### config.mk
export PLATFORM = sky130hd
export DESIGN_NAME = logic_unit_pipe_flat
export DESIGN_NICKNAME = d
export VERILOG_FILES = /design/src/rtl/logic_unit_pkg.sv /design/src/rtl/logic_unit_pipe_if.sv /design/src/rtl/logic_op.sv /design/src/rtl/logic_unit_pipe.sv /design/src/flat_wrapper.sv
export SDC_FILE = /design/constraint.sdc
export NUM_CORES = 1
export LEC_CHECK = 0
export CORE_UTILIZATION = 48
export DETAILED_ROUTE_END_ITERATION = 16
export HOLD_SLACK_MARGIN = 0.02
export PLACE_DENSITY = 0.69
export SYNTH_ARGS = -nofsm -noshare
export SYNTH_HDL_FRONTEND = slang
export SYNTH_HIERARCHICAL = 1
export SYNTH_SLANG_ARGS = --single-unit
### constraint.sdc
create_clock -name clk -period 11.08 [get_ports clk]
set_input_delay 1.108 -clock clk [delete_from_list [all_inputs] [get_ports clk]]
set_output_delay 1.108 -clock clk [all_outputs]
set_load 0.005 [all_outputs]
### src/rtl/logic_unit_pkg.sv
// Shared definitions for the pipelined bitwise logic unit.
// Holds the function-select encoding used by the datapath, the interface and the benches.
package logic_unit_pkg;

    typedef logic [2:0] op_t;

    localparam op_t OP_AND  = 3'd0;
    localparam op_t OP_NAND = 3'd1;
    localparam op_t OP_OR   = 3'd2;
    localparam op_t OP_NOR  = 3'd3;
    localparam op_t OP_XOR  = 3'd4;
    localparam op_t OP_XNOR = 3'd5;
    localparam op_t OP_NOT  = 3'd6;
    localparam op_t OP_PASS = 3'd7;

endpackage

### src/rtl/logic_unit_pipe_if.sv
// Handshake and data bundle for logic_unit_pipe.
// The master side offers words and consumes results; the slave side is the unit itself.
interface logic_unit_pipe_if
    import logic_unit_pkg::*;
#(
    parameter int WIDTH = 8
);
    localparam int CW = $clog2(WIDTH + 1);

    logic             in_valid;
    logic             in_ready;
    op_t              op;
    logic             acc_en;
    logic             acc_clr;
    logic [WIDTH-1:0] a;
    logic [WIDTH-1:0] b;

    logic             out_valid;
    logic             out_ready;
    logic [WIDTH-1:0] c;
    logic             red_and;
    logic             red_or;
    logic             red_xor;
    logic [CW-1:0]    ones;

    modport master (
        output in_valid, op, acc_en, acc_clr, a, b, out_ready,
        input  in_ready, out_valid, c, red_and, red_or, red_xor, ones
    );

    modport slave (
        input  in_valid, op, acc_en, acc_clr, a, b, out_ready,
        output in_ready, out_valid, c, red_and, red_or, red_xor, ones
    );

endinterface

### src/rtl/logic_op.sv
// Purely combinational WIDTH-bit two-operand logic function f(op, a, b).
// b is ignored for NOT a and PASS a.
module logic_op
    import logic_unit_pkg::*;
#(
    parameter int WIDTH = 8
) (
    input  op_t              op,
    input  logic [WIDTH-1:0] a,
    input  logic [WIDTH-1:0] b,
    output logic [WIDTH-1:0] f
);

    always_comb begin
        // NOTE: every output of a combinational block gets a default first so no path can leave it unassigned and infer a latch.
        f = '0;
        case (op)
            OP_AND:  f = a & b;
            OP_NAND: f = ~(a & b);
            OP_OR:   f = a | b;
            OP_NOR:  f = ~(a | b);
            OP_XOR:  f = a ^ b;
            OP_XNOR: f = ~(a ^ b);
            OP_NOT:  f = ~a;
            OP_PASS: f = a;
        endcase
    end

endmodule

### src/rtl/logic_unit_pipe.sv
// Two-stage pipelined bitwise logic unit with running accumulator, valid/ready on both sides,
// and registered reductions and popcount of the result word.
module logic_unit_pipe
    import logic_unit_pkg::*;
#(
    parameter int WIDTH = 8
) (
    input logic              clk,
    input logic              rst,
    logic_unit_pipe_if.slave bus
);

    localparam int CW = $clog2(WIDTH + 1);

    logic             s1_valid;
    op_t              s1_op;
    logic [WIDTH-1:0] s1_a;
    logic [WIDTH-1:0] s1_b;

    logic             s2_valid;
    logic [WIDTH-1:0] s2_c;
    logic             s2_red_and;
    logic             s2_red_or;
    logic             s2_red_xor;
    logic [CW-1:0]    s2_ones;

    logic [WIDTH-1:0] acc;
    logic [WIDTH-1:0] acc_next;
    logic [WIDTH-1:0] s2_f;
    logic [CW-1:0]    ones_next;

    logic s1_adv;
    logic s2_adv;
    logic accept;

    // A stage may load whenever it is empty or its occupant moves on this cycle.
    assign s2_adv       = !s2_valid || bus.out_ready;
    assign s1_adv       = !s1_valid || s2_adv;
    assign bus.in_ready = s1_adv && !rst;
    assign accept       = bus.in_valid && bus.in_ready;

    logic_op #(.WIDTH(WIDTH)) u_acc_op (
        .op (bus.op),
        .a  (bus.a),
        .b  (acc),
        .f  (acc_next)
    );

    logic_op #(.WIDTH(WIDTH)) u_s2_op (
        .op (s1_op),
        .a  (s1_a),
        .b  (s1_b),
        .f  (s2_f)
    );

    // The word always carries the pre-update acc, so its result equals the new acc value.
    always_ff @(posedge clk or posedge rst) begin
        if (rst) begin
            // NOTE: sequential state uses non-blocking assignments so every register samples pre-edge values.
            acc <= '0;
        end else if (bus.acc_clr) begin
            acc <= '0;
        end else if (accept && bus.acc_en) begin
            acc <= acc_next;
        end
    end

    always_ff @(posedge clk or posedge rst) begin
        if (rst) begin
            // NOTE: datapath registers are reset too, since the reset state of the outputs is observable.
            s1_valid <= 1'b0;
            s1_op    <= OP_AND;
            s1_a     <= '0;
            s1_b     <= '0;
        end else if (s1_adv) begin
            s1_valid <= accept;
            if (accept) begin
                s1_op <= bus.op;
                s1_a  <= bus.a;
                s1_b  <= bus.acc_en ? acc : bus.b;
            end
        end
    end

    always_comb begin
        ones_next = '0;
        for (int i = 0; i < WIDTH; i++) begin
            ones_next = ones_next + CW'(s2_f[i]);
        end
    end

    always_ff @(posedge clk or posedge rst) begin
        if (rst) begin
            s2_valid   <= 1'b0;
            s2_c       <= '0;
            s2_red_and <= 1'b0;
            s2_red_or  <= 1'b0;
            s2_red_xor <= 1'b0;
            s2_ones    <= '0;
        end else if (s2_adv) begin
            s2_valid <= s1_valid;
            if (s1_valid) begin
                s2_c       <= s2_f;
                s2_red_and <= &s2_f;
                s2_red_or  <= |s2_f;
                s2_red_xor <= ^s2_f;
                s2_ones    <= ones_next;
            end
        end
    end

    assign bus.out_valid = s2_valid;
    assign bus.c         = s2_c;
    assign bus.red_and   = s2_red_and;
    assign bus.red_or    = s2_red_or;
    assign bus.red_xor   = s2_red_xor;
    assign bus.ones      = s2_ones;

endmodule
### src/flat_wrapper.sv
// flat-port wrapper written by rule: the top's interface ports become plain ports
module logic_unit_pipe_flat import logic_unit_pkg::*;
#(
    parameter int WIDTH = 8
)
  (clk, rst, bus_in_valid, bus_op, bus_acc_en, bus_acc_clr, bus_a, bus_b, bus_out_ready, bus_in_ready, bus_out_valid, bus_c, bus_red_and, bus_red_or, bus_red_xor, bus_ones);
  logic_unit_pipe_if #(.WIDTH(WIDTH)) bus_i ();
  input logic clk;
  input logic rst;
  input wire logic [$bits(bus_i.in_valid)-1:0] bus_in_valid;
  input wire logic [$bits(bus_i.op)-1:0] bus_op;
  input wire logic [$bits(bus_i.acc_en)-1:0] bus_acc_en;
  input wire logic [$bits(bus_i.acc_clr)-1:0] bus_acc_clr;
  input wire logic [$bits(bus_i.a)-1:0] bus_a;
  input wire logic [$bits(bus_i.b)-1:0] bus_b;
  input wire logic [$bits(bus_i.out_ready)-1:0] bus_out_ready;
  output wire logic [$bits(bus_i.in_ready)-1:0] bus_in_ready;
  output wire logic [$bits(bus_i.out_valid)-1:0] bus_out_valid;
  output wire logic [$bits(bus_i.c)-1:0] bus_c;
  output wire logic [$bits(bus_i.red_and)-1:0] bus_red_and;
  output wire logic [$bits(bus_i.red_or)-1:0] bus_red_or;
  output wire logic [$bits(bus_i.red_xor)-1:0] bus_red_xor;
  output wire logic [$bits(bus_i.ones)-1:0] bus_ones;
  assign bus_i.in_valid = bus_in_valid;
  assign bus_i.op = bus_op;
  assign bus_i.acc_en = bus_acc_en;
  assign bus_i.acc_clr = bus_acc_clr;
  assign bus_i.a = bus_a;
  assign bus_i.b = bus_b;
  assign bus_i.out_ready = bus_out_ready;
  assign bus_in_ready = bus_i.in_ready;
  assign bus_out_valid = bus_i.out_valid;
  assign bus_c = bus_i.c;
  assign bus_red_and = bus_i.red_and;
  assign bus_red_or = bus_i.red_or;
  assign bus_red_xor = bus_i.red_xor;
  assign bus_ones = bus_i.ones;
  logic_unit_pipe #(.WIDTH(WIDTH)) u_core (.clk(clk), .rst(rst), .bus(bus_i));
endmodule
* After elaboration in Yosys (flattened, before gate mapping)
Index checks and enable logic that the tools add are counted.
** Operators by class
- Add/subtract/negate cells :: 7
- Equality and inequality tests :: 14
- Multiplexer cells :: 5
- Bitwise logic cells :: 14
- Reduce and logical (&&, ||, !) cells :: 16
** Operator list (number)
- $pmux W8 S8 :: 2
- $not A8 Y8 :: 8
- $add A4 B1 Y4 :: 6
- $eq A3 B3 Y1 const B :: 8
- $mux W8 :: 3
- $and A8 B8 Y8 :: 2
- $or A8 B8 Y8 :: 2
- $xor A8 B8 Y8 :: 2
- $eq A3 B2 Y1 const B :: 4
- $reduce_and A8 Y1 :: 1
- $reduce_or A8 Y1 :: 1
- $reduce_xor A8 Y1 :: 1
- $eq A3 B1 Y1 const B :: 2
- $logic_not A3 Y1 :: 2
- $reduce_and A2 Y1 :: 2
- $logic_and A1 B1 Y1 :: 3
- $logic_not A1 Y1 :: 3
- $add A1 B1 Y2 :: 1
- $logic_or A1 B1 Y1 :: 2
- $reduce_bool A2 Y1 :: 1
** Word-level totals
- Bits in registers :: 44
- Input bits :: 25
- Output and inout port bits :: 17

* Depth between registers and ports, before layout
Gate-level depths: netlist (run 1).
- Depth in word-level cells :: 10
- Gate-level depth with buffers :: 15

* Modules after synthesis
Netlist (run 1), hierarchy kept.
** Modules (own cells, without submodules)
- logic_unit_pipe :: times used 1, cells an instance 167, area each 2163.3 sq um, seq. area each 1101.1 sq um
- logic_op :: times used 2, cells an instance 59, area each 560.5 sq um, seq. area each 0.0 sq um

* Worst setup path before layout (run 1)
OpenSTA, ideal clock, no wires.
- Path type :: register to register
- Start point :: register u_core.s1_a[0]
- End point :: register u_core.s2_ones[2] (netlist: u_core/bus.ones[2])
- Setup time :: 0.125 ns
- Arrival time :: 3.869 ns
- Data required time :: 10.955 ns
- Slack :: 7.086 ns
- Cell stages (with the launch flop) :: 15
- Buffers on the path :: 0
- Period minus slack after synthesis :: 3.994 ns
- Cell sequence :: dfrtp_1 -> inv_1 -> ha_1 -> mux4_2 -> xor2_1 -> inv_1 -> fa_1 -> fa_1 -> fa_1 -> inv_1 -> ha_1 -> inv_1 -> fa_1 -> xnor2_1 -> mux2_2
** On the way
- Longest elaborated chain between the ends :: 10
** RTL lines
- start: declaration :: RTL line logic_unit_pipe.sv:17 : logic [WIDTH-1:0] s1_a;
- start signal: assignment :: RTL line logic_unit_pipe.sv:79 : s1_a <= bus.a;
- $xor A8 B8 Y8 (tied with other cells) :: RTL line logic_op.sv:22, logic_op.sv:23
- $not A8 Y8 (on tied branches) :: RTL line logic_op.sv:23, logic_op.sv:19, logic_op.sv:21
- $pmux W8 S8 * :: RTL line logic_op.sv:17 : case (op)
- net u_core.s2_f[0] :: RTL line logic_unit_pipe.sv:29 : logic [WIDTH-1:0] s2_f;
- $add A1 B1 Y2 * :: RTL line logic_unit_pipe.sv:88 : ones_next = ones_next + CW'(s2_f[i]);
- $add A4 B1 Y4 * (6 in series) :: RTL line logic_unit_pipe.sv:88
- end signal: assignment :: RTL line logic_unit_pipe.sv:107 : s2_ones <= ones_next;
- end: declaration :: RTL line logic_unit_pipe.sv:25 : logic [CW-1:0] s2_ones;
Mark *: on every way through the listed nets, which the timed path passes. The rest lies on a longest branch.
A chain may end at the register's enable or synchronous reset.

* Final worst setup path (run 1)
- Start point :: register u_core.s1_op[1]
- End point :: register u_core.s2_ones[2] (netlist: u_core/bus.ones[2])
** On the way
- Longest elaborated chain between the ends :: 9
** RTL lines
- start: declaration :: RTL line logic_unit_pipe.sv:16 : op_t s1_op;
- start signal: assignment :: RTL line logic_unit_pipe.sv:78 : s1_op <= bus.op;
- $eq A3 B3 Y1 (tied with other cells) :: RTL line logic_op.sv:17
- $pmux W8 S8 * :: RTL line logic_op.sv:17
- net u_core.s2_f[0] :: RTL line logic_unit_pipe.sv:29
- $add A1 B1 Y2 * :: RTL line logic_unit_pipe.sv:88
- $add A4 B1 Y4 * (6 in series) :: RTL line logic_unit_pipe.sv:88
Marked as above.

==> results.json, run 1 <==
{
  "vias": 2082,
  "detail_route.wirelength_um": 5840,
  "synth.avg_cell_area_um2": 11.52,
  "cts-buffers-inserted": 5,
  "drt_first_iter_violations": 64,
  "final-max-slew-violation-count": 0,
  "wl_met3_um": 165,
  "final_period_minus_worst_setup_slack_ns": 4.271,
  "synth_top_area_cell": "dfrtp_1",
  "final_util_pct": 58.54,
  "place.port_buffers": 41,
  "syn-num-nets": 357,
  "synthesized_flop_and_latch_total": 44,
  "dp_worst_slack_ns": 6.773,
  "cts_tree": "yes",
  "grt_pass1_vias": 2117,
  "global_route.overflow_total": 0,
  "power_leakage_nw": 1.839,
  "fin_cells": 398,
  "grt_antenna_before_repair": 0,
  "type_of_the_setup_path_with_the_least_slack": "reg2reg",
  "avgRoutedWirePerCell_um": 14.67,
  "postSynthCellCount": 285,
  "post_synth_num_cell_types": 28,
  "die-height_um": 84.72,
  "yosys_most_used_dff": "dfrtp_1",
  "antenna_violating_nets_post_route": 0,
  "grt_start_max_net_pins": 46,
  "timing.fmax_mhz": 234.2,
  "period_share_pct": 38.54,
  "route.layer.met1.wl_um": 2767,
  "synth_warnings": 6,
  "cts_hold_repair.buffers": 0,
  "flow.area_growth_from_synthesis_pct": 15.77,
  "finalWeightedCongestion": 0.7706,
  "path_clk_slew_ns": 0.08,
  "transition_time_of_the_tightest_slew_check_pin_ns": 0.6440,
  "htreeDepth": 2,
  "pwr_density_cell_mw_per_mm2": 202.9,
  "worst_setup_path_start_kind": "register",
  "synthTopCellsByArea": "dfrtp_1 34%, ha_1 16%, mux2_2 13%, mux4_2 11%, inv_1 7.3%",
  "fin_setup_tns_ns": 0,
  "cts_buffer_depth": 2,
  "firstDrtPassIters": 14,
  "dp.final_hpwl_um": 4522,
  "synth_edf_count": 0,
  "run_status": "complete, but fails checks",
  "fin_worst_skew_ns": 0.002179,
  "topRoutingLayerUsed": "met4",
  "worst_slack_ns": 6.809,
  "clock-sinks": 44,
  "multi_input_logic_area_mm2": 0.001851,
  "synth-async-reset-ratio_pct": 100.0,
  "grtUsageTotal_pct": 18.55,
  "synth.cell_area_mm2": 0.003284,
  "worst_case_headroom_to_the_max_slew_limit_pct": 56.93,
  "grt_pass1_wl_um": 10320,
  "post-cts-setup-buffers": 0,
  "cap_viol_max_count": 0,
  "critical_path_required_ns": 11.27,
  "die_width_um": 84.72,
  "worst_setup_path_end_kind": "register",
  "worstSkewPairLatency_ns": 0.30,
  "rsz_0062_raised_after_global_routing": "false",
  "route.detailed.drc": 1,
  "max-vdd-ir-drop_mv": 0.09772,
  "core_area_mm2": 0.006495,
  "ios": 42,
  "area_of_all_sequential_standard_cells_mm2": 0.001101,
  "dp_cells": 391,
  "placementRows": 29,
  "wl_met2_um": 2811,
  "timing.critical_path.arrival_ns": 4.46,
  "yosys.area.top_type_share_pct": 33.52,
  "cts_resized": 0,
  "detail_route.vias_per_cell": 5.231,
  "place_area_mm2": 0.003706,
  "antenna_cells": 0,
  "setup_viol": 0,
  "drive_above_1_share_pct": 20.56,
  "timing_hold_violations_final": 0,
  "design.final.nets": 393,
  "cts-root-buf": "clkbuf_8",
  "synth.cells.most_frequent": "64 x inv_1, 44 x dfrtp_1, 43 x ha_1",
  "n_fill_cell": 563,
  "critical_path_peak_fanout": 9,
  "hold_class": "reg2reg",
  "yosysSeqAreaShare_pct": 33.52,
  "die-area_mm2": 0.007177,
  "failed_checks": "design-rule violations",
  "final_design_area_no_fill_mm2": 0.003802,
  "start_util_pct": 50.57,
  "synthMostInstantiatedCell": "inv_1"
}
## flip-flops by register name (all words and copies together) (netlist names)
| signal | count |
|---|---|
| u_core/s1_valid | 1 |
| u_core/bus.red_xor | 1 |
| u_core/bus.out_valid | 1 |
| u_core/s1_op | 3 |
| u_core/bus.red_and | 1 |
| u_core/bus.c | 8 |
| u_core/s1_a | 8 |
| u_core/s1_b | 8 |
| u_core/acc | 8 |
| u_core/bus.red_or | 1 |
| u_core/bus.ones | 4 |
## cells by family (layout without fill, tap and decap cells)
group	Yosys count	after routing	share of synthesized area (%)
buffers and inverters	77	113	10.13
AOI/OAI and AO/OA	19	19	2.934
DFF	44	44	33.52
and+or+nand+nor	21	21	4.267
adders and majority gates	47	47	18.82
muxes	57	57	24.99
xor gates and xnor gates	20	20	5.333
## power by group
part / internal [mW] / switching, mW
registers: 0.200 / 0.0289
clock network: 0.0556 / 0.0533
logic: 0.236 / 0.198
## worst max-delay path: stages (launching register included)
cell     delay (ns)
dfrtp_1        0.65
mux4_2         0.57
xor2_1         0.25
inv_1          0.12
fa_1           0.57
fa_1           0.43
fa_1           0.44
inv_1          0.08
ha_1           0.17
inv_1          0.07
fa_1           0.43
xnor2_1        0.13
mux2_2         0.25
## area by class of cell
cell class,count,area share (%)
Clock buffer,7,2.534
Inverter,64,6.318
Multi-Input combinational cell,164,48.67
Sequential cell,44,28.96
Tap cell,77,2.534
Timing Repair Buffer,42,10.99
## final timing paths
| check | slack, ns | from | to | cells after the start |
|---|---|---|---|---|
| min in group asynchronous | 1.31 | rst | u_core/acc[1] | 3 |
| hold reg to reg | 0.50 | u_core/bus.ones[3] | u_core/bus.ones[3] | 1 |
| setup reg to reg | 6.81 | u_core/s1_op[1] | u_core/bus.ones[2] | 12 |
| hold / removal | 0.50 | u_core/bus.ones[3] | u_core/bus.ones[3] | 1 |
| setup / recovery | 6.81 | u_core/s1_op[1] | u_core/bus.ones[2] | 12 |
| max in group asynchronous | 9.35 | rst | u_core/s1_a[3] | 3 |
## layer usage
metal | GRT usage, % | up-vias
met5 | 0 | -
met2 | 30.82 | 43
met4 | 5.547 | 0
met3 | 4.031 | 7
li1 | - | 1005
met1 | 24.43 | 1027
## placed cells by master (no fill, tap or decap), types with 3 or more instances in the layout
cell,n
a21oi_1,10
clkbuf_8,7
clkdlybuf4s50_1,41
dfrtp_1,44
fa_1,4
ha_1,43
inv_1,63
mux2_2,39
mux4_2,16
nand3_1,8
o21ai_0,8
xnor2_1,3
xor2_1,17
## stage by stage
step           hold slack, ns  power (mW)
2_1_floorplan          0.4774      0.5309
3_3_place_gp           0.4872      0.6507
3_5_place_dp           0.4945      0.6727
4_1_cts                0.5127      0.7839
5_1_grt                0.5221      0.8587
6_report               0.5050      0.7715
Power figures use the tool's default switching activity.
==> run 2: changes to the inputs <==
==> constraint.sdc (replaced) <==
create_clock -name clk -period 4.1 [get_ports clk]
set_input_delay 0.41 -clock clk [delete_from_list [all_inputs] [get_ports clk]]
set_output_delay 0.41 -clock clk [all_outputs]
set_load 0.005 [all_outputs]
==> run 2 against run 1 <==
The run now ends clean; design area grew 3.6%; sequential power grew to 2.7 times the previous value; highest routed layer unchanged; sequential share of layout area shrank 1.0 points; core utilization grew 2.1 points.
==> results.json, run 2 (synthesis gave the netlist of run 1 again) <==
{
  "ios": 42,
  "cts_tree": "yes",
  "setup_viol": 0,
  "run_status": "completed",
  "firstDrtPassIters": 13,
  "detail_route.wirelength_um": 5948,
  "fin_cells": 410,
  "grt_antenna_before_repair": 0,
  "antenna_violating_nets_post_route": 0,
  "rsz_0062_raised_after_global_routing": "true",
  "worst_setup_path_start_kind": "register",
  "cap_viol_max_count": 0,
  "placementRows": 29,
  "reg2reg_setup_slack_ns": 0.04,
  "avgRoutedWirePerCell_um": 14.51,
  "area_of_all_sequential_standard_cells_mm2": 0.001101,
  "final_period_minus_worst_setup_slack_ns": 4.060,
  "layout.cells.most_common_list": "58 x inv_1, 44 x dfrtp_1, 41 x clkdlybuf4s50_1, 41 x ha_1, 39 x mux2_2",
  "fin_worst_skew_ns": 0.008403,
  "worst_case_headroom_to_the_max_slew_limit_pct": 58.49,
  "place.port_buffers": 41,
  "final-max-slew-violation-count": 0,
  "timing_hold_violations_final": 0,
  "design.final.nets": 405,
  "die-height_um": 84.72,
  "flow.area_growth_from_synthesis_pct": 19.96,
  "dp.final_hpwl_um": 4508,
  "cts-root-buf": "clkbuf_8",
  "hold_class": "reg2reg",
  "die_width_um": 84.72,
  "grt_start_max_net_pins": 45,
  "grt_pass1_vias": 2188,
  "worstSkewPairLatency_ns": 0.29,
  "critical_path_peak_fanout": 3,
  "cts-buffers-inserted": 5,
  "clock-sinks": 44,
  "final_util_pct": 60.66,
  "post-layout-total-power_mw": 2.249,
  "holdWs_ns": 0.5056,
  "multi_input_logic_area_mm2": 0.001898,
  "core_area_mm2": 0.006495,
  "timing.critical_path.arrival_ns": 4.24,
  "max-vdd-ir-drop_mv": 0.3158,
  "antenna_cells": 0,
  "grtUsageTotal_pct": 18.10,
  "finalWeightedCongestion": 0.7659,
  "power_leakage_nw": 1.901,
  "cts_hold_repair.buffers": 0,
  "grt_pass1_wl_um": 10210,
  "timing.fmax_mhz": 246.3,
  "path_clk_slew_ns": 0.08,
  "cts_buffer_depth": 2,
  "route.detailed.drc": 0,
  "dp_cells": 397,
  "period_share_pct": 99.01,
  "type_of_the_setup_path_with_the_least_slack": "reg2reg",
  "drive_above_1_share_pct": 27.03,
  "global_route.overflow_total": 0,
  "worst_setup_path_end_kind": "register",
  "pwr_density_cell_mw_per_mm2": 570.9,
  "transition_time_of_the_tightest_slew_check_pin_ns": 0.6207,
  "htreeDepth": 2,
  "detail_route.vias_per_cell": 5.195,
  "n_fill_cell": 571,
  "mostFrequentLayoutCell": "inv_1",
  "start_util_pct": 50.57,
  "die-area_mm2": 0.007177,
  "vias": 2130,
  "critical_path_required_ns": 4.28,
  "drt_first_iter_violations": 54
}
==> run 2: routing by layer <==
| metal | share of wire, % | global-route usage, % |
|---|---|---|
| met4 | 0.79 | 3.698 |
| met1 | 45 | 23.22 |
| met5 | 0 | 0 |
| met2 | 52 | 32.22 |
| met3 | 2.2 | 3.147 |
==> run 2: path summary, 6_finish.rpt <==
check,start,to,cells past startpoint
setup / recovery,u_core/s1_b[3],u_core/bus.ones[2],14
hold / removal,u_core/bus.c[3],u_core/bus.c[3],1
setup reg to reg,u_core/s1_b[3],u_core/bus.ones[2],14
hold reg to reg,u_core/bus.c[3],u_core/bus.c[3],1
max in group asynchronous,rst,u_core/bus.c[3],3
min in group asynchronous,rst,u_core/acc[3],3
==> run 2: final cells by class <==
type	instances	share of cell area [%]
Multi-Input combinational cell	164	48.17
Tap cell	77	2.445
Clock buffer	7	2.445
Sequential cell	44	27.95
Inverter	64	6.097
Timing Repair Buffer	54	12.89
==> run 2: repair_timing <==
action,CTS,global route
endpoints found under the setup margin,1,2
pin swaps,0,6
setup buffers,0,6
gates cloned,0,0
resized for setup,2,10
==> run 2: report_power, final <==
part	total, mW	switching, mW	internal, mW
clock network	0.291	0.141	0.150
logic	1.34	0.579	0.765
registers	0.614	0.0748	0.539
total	2.25	0.795	1.45
==> run 2: per-stage QoR <==
stage               setup WS, ns  TNS [ns]  area [um^2]
floorplan                 0.1064         0         3284
global placement         0.07157         0         3751
detailed placement      -0.04109  -0.04109         3751
CTS                   0.00007505         0         3855
global route             -0.1490   -0.1868         3940
finish                   0.04041         0         3940
==> run 2: critical path, cell delays in order, from the launching register on <==
cell and delay [ns]:
dfrtp_1 0.41, inv_1 0.11, ha_4 0.20, mux4_2 0.48, xor2_2 0.17, inv_2 0.07
fa_1 0.51, fa_1 0.57, fa_1 0.41, inv_1 0.07, ha_2 0.19, inv_2 0.04
fa_2 0.34, xnor2_2 0.13, mux2_2 0.25
